`src/rtl/toggle_handshake_rx.sv`:
```
// Receive end of the two-phase toggle handshake.
// The transmitter toggles req_tgl once per word and holds req_data steady
// until ack_tgl answers. This block synchronizes the toggle, captures the
// word, presents it on a valid/ready port, and toggles ack_tgl on consume.
//
// Output handshake: a word transfers on a rising clk edge where out_valid
// and out_ready are both 1. Once raised, out_valid stays 1 and out_data
// stays constant until that transfer (or rst). out_ready may be driven
// freely and may depend on out_valid.
module toggle_handshake_rx #(
  parameter int DATA_W      = 8,
  parameter int SYNC_STAGES = 2,   // legal range 2..4
  parameter int CNT_W       = 16
) (
  input  logic              clk,
  input  logic              rst,
  input  logic              req_tgl,
  input  logic [DATA_W-1:0] req_data,
  output logic              ack_tgl,
  output logic              out_valid,
  input  logic              out_ready,
  output logic [DATA_W-1:0] out_data,
  output logic              proto_err,
  output logic [CNT_W-1:0]  word_cnt,
  output logic              state_dbg    // 0 = IDLE, 1 = HOLD
);

  typedef enum logic {
    IDLE = 1'b0,
    HOLD = 1'b1
  } state_t;

  state_t                 state;
  logic [SYNC_STAGES-1:0] s;
  logic                   req_seen;
  logic                   detect;

  // A new word is pending whenever the synchronized toggle level differs
  // from the last level we accepted.
  assign detect    = s[SYNC_STAGES-1] ^ req_seen;
  assign state_dbg = state;

  // Synchronizer chain for the asynchronous request toggle; s[0] samples req_tgl.
  always_ff @(posedge clk or posedge rst) begin
    if (rst) begin
      s <= '0;
    end else begin
      s <= {s[SYNC_STAGES-2:0], req_tgl};
    end
  end

  // Capture/hold FSM with all handshake outputs registered.
  always_ff @(posedge clk or posedge rst) begin
    if (rst) begin
      state     <= IDLE;
      req_seen  <= 1'b0;
      ack_tgl   <= 1'b0;
      out_valid <= 1'b0;
      out_data  <= '0;
      proto_err <= 1'b0;
      word_cnt  <= '0;
    end else begin
      case (state)
        IDLE: begin
          if (detect) begin
            out_data  <= req_data;
            req_seen  <= s[SYNC_STAGES-1];
            out_valid <= 1'b1;
            state     <= HOLD;
          end
        end
        HOLD: begin
          // A consume wins over a simultaneous new toggle; that toggle is
          // still pending after this edge and gets captured from IDLE.
          if (out_valid && out_ready) begin
            out_valid <= 1'b0;
            ack_tgl   <= ~ack_tgl;
            word_cnt  <= word_cnt + 1'b1;
            state     <= IDLE;
          end else if (detect) begin
            // Transmitter toggled again before our ack: flag it, keep the word.
            proto_err <= 1'b1;
          end
        end
        default: state <= IDLE;
      endcase
    end
  end

endmodule

```
`config.mk`:
```
export PLATFORM = sky130hd
export DESIGN_NAME = toggle_handshake_rx
export DESIGN_NICKNAME = d
export VERILOG_FILES = /design/src/rtl/toggle_handshake_rx.sv
export SDC_FILE = /design/constraint.sdc
export NUM_CORES = 1
export LEC_CHECK = 0
export CAP_MARGIN = 20
export CORE_MARGIN = 2
export CORE_UTILIZATION = 48
export DETAILED_ROUTE_END_ITERATION = 7
export PLACE_DENSITY_LB_ADDON = 0.08
export SYNTH_ARGS = -nofsm -noshare
export SYNTH_HDL_FRONTEND = slang
export SYNTH_SLANG_ARGS = --single-unit
```
`constraint.sdc`:
```
create_clock -name clk -period 2.47 [get_ports clk]
set_input_delay 0.494 -clock clk [delete_from_list [all_inputs] [get_ports clk]]
set_output_delay 0.494 -clock clk [all_outputs]
set_load 0.01 [all_outputs]
```
==> flow_summary.toml <==
[outcome]
status = "completed"

[final_layout]
final_common_cell = "clkdlybuf4s50_1"
fin_cells = 172
final_cell_mix = "clkdlybuf4s50_1 (39), dfrtp_1 (31), mux2_2 (10), xor2_1 (9), xnor2_1 (8)"
drive_gt1_share_pct = 16.9
nNetsFinal = 156
nFillCells = 197
syn2layout_area_growth_pct = 37.2
antenna_cells = 0

[setup_path]
path_max_fanout = 7
required_ns = 1.98
slowest_delay_ns = 0.59
crit_family = "buffers and inverters"
crit_buf_inv = 1
start_kind = "flip-flop"
slowest_stage = "clkdlybuf4s50_1"
worstPathArrival_ns = 1.41
worst-setup-path-type = "reg2out"
cp_cell_sequence = "clkdlybuf4s50_1"
cp-end-kind = "output pin"

[sta]
final-setup-viol-count = 0
maxSlewHeadroom_pct = 76.6
final_hold_viol_count = 0
timing.fmax_mhz = 525
rsz0062_at_grt = "no"
fin_setup_tns_ns = 0
timing.final.crit_share_pct = 77.1
clock_skew_ns = 0.00709
maxSlewViolCount = 0
final.min_clock_period_ns = 1.91
tightest_slew_ns = 0.348

[synth]
synth.distinct_cells = 22
ys_ff_latch = 31
synth_nets = 110
synth_top_area_cell = "dfrtp_1"
synth_top_cell_area_share_pct = 61.1
ys_top_cells_by_area = "dfrtp_1 (61%), mux2_2 (8.9%), xor2_1 (6.2%)"
synth_area_mm2 = 0.00127
netlist_instances = 97
avgSynthCellArea_um2 = 13.1
ys_seq_area_share_pct = 61.1
yosys_warnings = 0

[grt]
grt_usage_pct = 17.4
antenna_found_initial = 0
grt_max_degree = 26
grt_pass1_wl_um = 4110
grt_pass1_vias = 932
gr-total-overflow = 0

[drt]
ant_nets = 0
drcViolationCount = 0
vias = 896
wire_per_inst_um = 13.2
wirelength_um = 2280
drt_iter0_markers = 2
drt_first_pass_iters = 2
vias_per_cell = 5.21

[placed_design]
hpwl_um = 1710
post-place-cells = 166
routabilityCongestion = 0.728
port-buffer-count = 39

[floorplanning]
dieWidth_um = 55.4
start_util_pct = 50.8
coreArea_mm2 = 0.00250
die_h_um = 55.4
rows = 18
io_pins = 40
dieArea_mm2 = 0.00307

[clock_network]
ctsHoldBuffers = 0
cts_tree = "done"
insertion_delay_ns = 0.32
clkTransAtPathRegs_ns = 0.08
clockBufferDepth = 2
cts_buffers = 5
cts_sinks = 31
clockRootBuffer = "clkbuf_4"
postCtsSetupRepairBufs = 0
cts_resized = 0
htreeDepth = 2

[power_and_ir_drop]
total_power_mw = 1.69
p_per_area_mw_per_mm2 = 971
p_leak_nw = 0.771
peakVddDrop_v = 0.000621

[run]
max_cap_viol_count = 0

[min_path]
hold_class = "reg2reg"
[synthesized netlist by cell type, drive strengths merged]
library cell  instances
or3                   1
and2                  1
nand3                 4
a31o                  1
or2                   2
mux2                 10
a21o                  1
nand4                 3
inv                   3
xor2                  9
nand2                 6
xnor2                 8
nor3                  5
and2b                 1
o21a                  1
and3                  2
ha                    1
dfrtp                31
nor2                  6
buf                   1
[worst register-to-register path: cells and delay by family (launching register included)]
| family | cells | cell delay [ns] |
|---|---|---|
| xor+xnor | 1 | 0.17 |
| flops | 1 | 0.45 |
| fa+ha+maj | 1 | 0.18 |
| simple gates | 3 | 0.72 |
[area by class of cell]
class	count	area, um2	area share, %
flip-flops and latches	31	776	44.6
multi-input cells	62	477	27.4
repair buffers	40	398	22.9
clock buffers	6	41.3	2.37
well taps	30	37.5	2.16
inverters	3	11.3	0.647
[per-stage QoR]
step	worst slack [ns]	utilization [%]	hold WS (ns)	area, um2
after floorplan	1.01	-	0.331	1270
after global placement	0.445	68.0	0.337	1700
after CTS	0.536	69.6	0.365	1740
final	0.565	69.6	0.366	1740
after global routing	0.478	69.6	0.387	1740
after detailed placement	0.408	68.0	0.336	1700
[registers in the layout (all words and copies together) (netlist names)]
register	cells
ack_tgl	1
out_data	8
out_valid	1
proto_err	1
req_seen	1
s	2
state_dbg	1
word_cnt	16
[final timing paths]
| path | depth (start not counted) | endpoint | from | slack [ns] |
|---|---|---|---|---|
| worst min-delay path | 0 | s[1] | s[0] | 0.37 |
| worst max-delay path | 1 | state_dbg | state_dbg | 0.56 |
| max in group asynchronous | 3 | proto_err | rst | 1.49 |
| worst max register to register | 5 | word_cnt[10] | word_cnt[0] | 0.88 |
| worst min register to register | 0 | s[1] | s[0] | 0.37 |
| min in group asynchronous | 2 | out_data[1] | rst | 0.39 |
[metal layers]
metal  up-vias  wire length [um]  track usage [%]
li1        417                 -                -
met1       446               923             18.8
met2        26              1160             29.1
met3         7               138             7.73
met4         0                53             8.36
met5         -                 0                0
[cells by family after synthesis]
family,after synthesis,synth area share [%]
adder cells (fa/ha/maj),1,0.986
flip-flops,31,61.1
multiplexers,10,8.88
AO/OA/AOI/OAI,3,1.97
XOR/XNOR,17,11.7
buffers and inverters,4,1.28
AND/OR/NAND/NOR,31,14.0
[power by group]
group / total, mW / internal (mW) / switching, mW
logic: 0.646 / 0.411 / 0.235
clock network: 0.255 / 0.101 / 0.154
registers: 0.789 / 0.654 / 0.135
total: 1.69 / 1.17 / 0.525
Power figures use the tool's default switching activity.
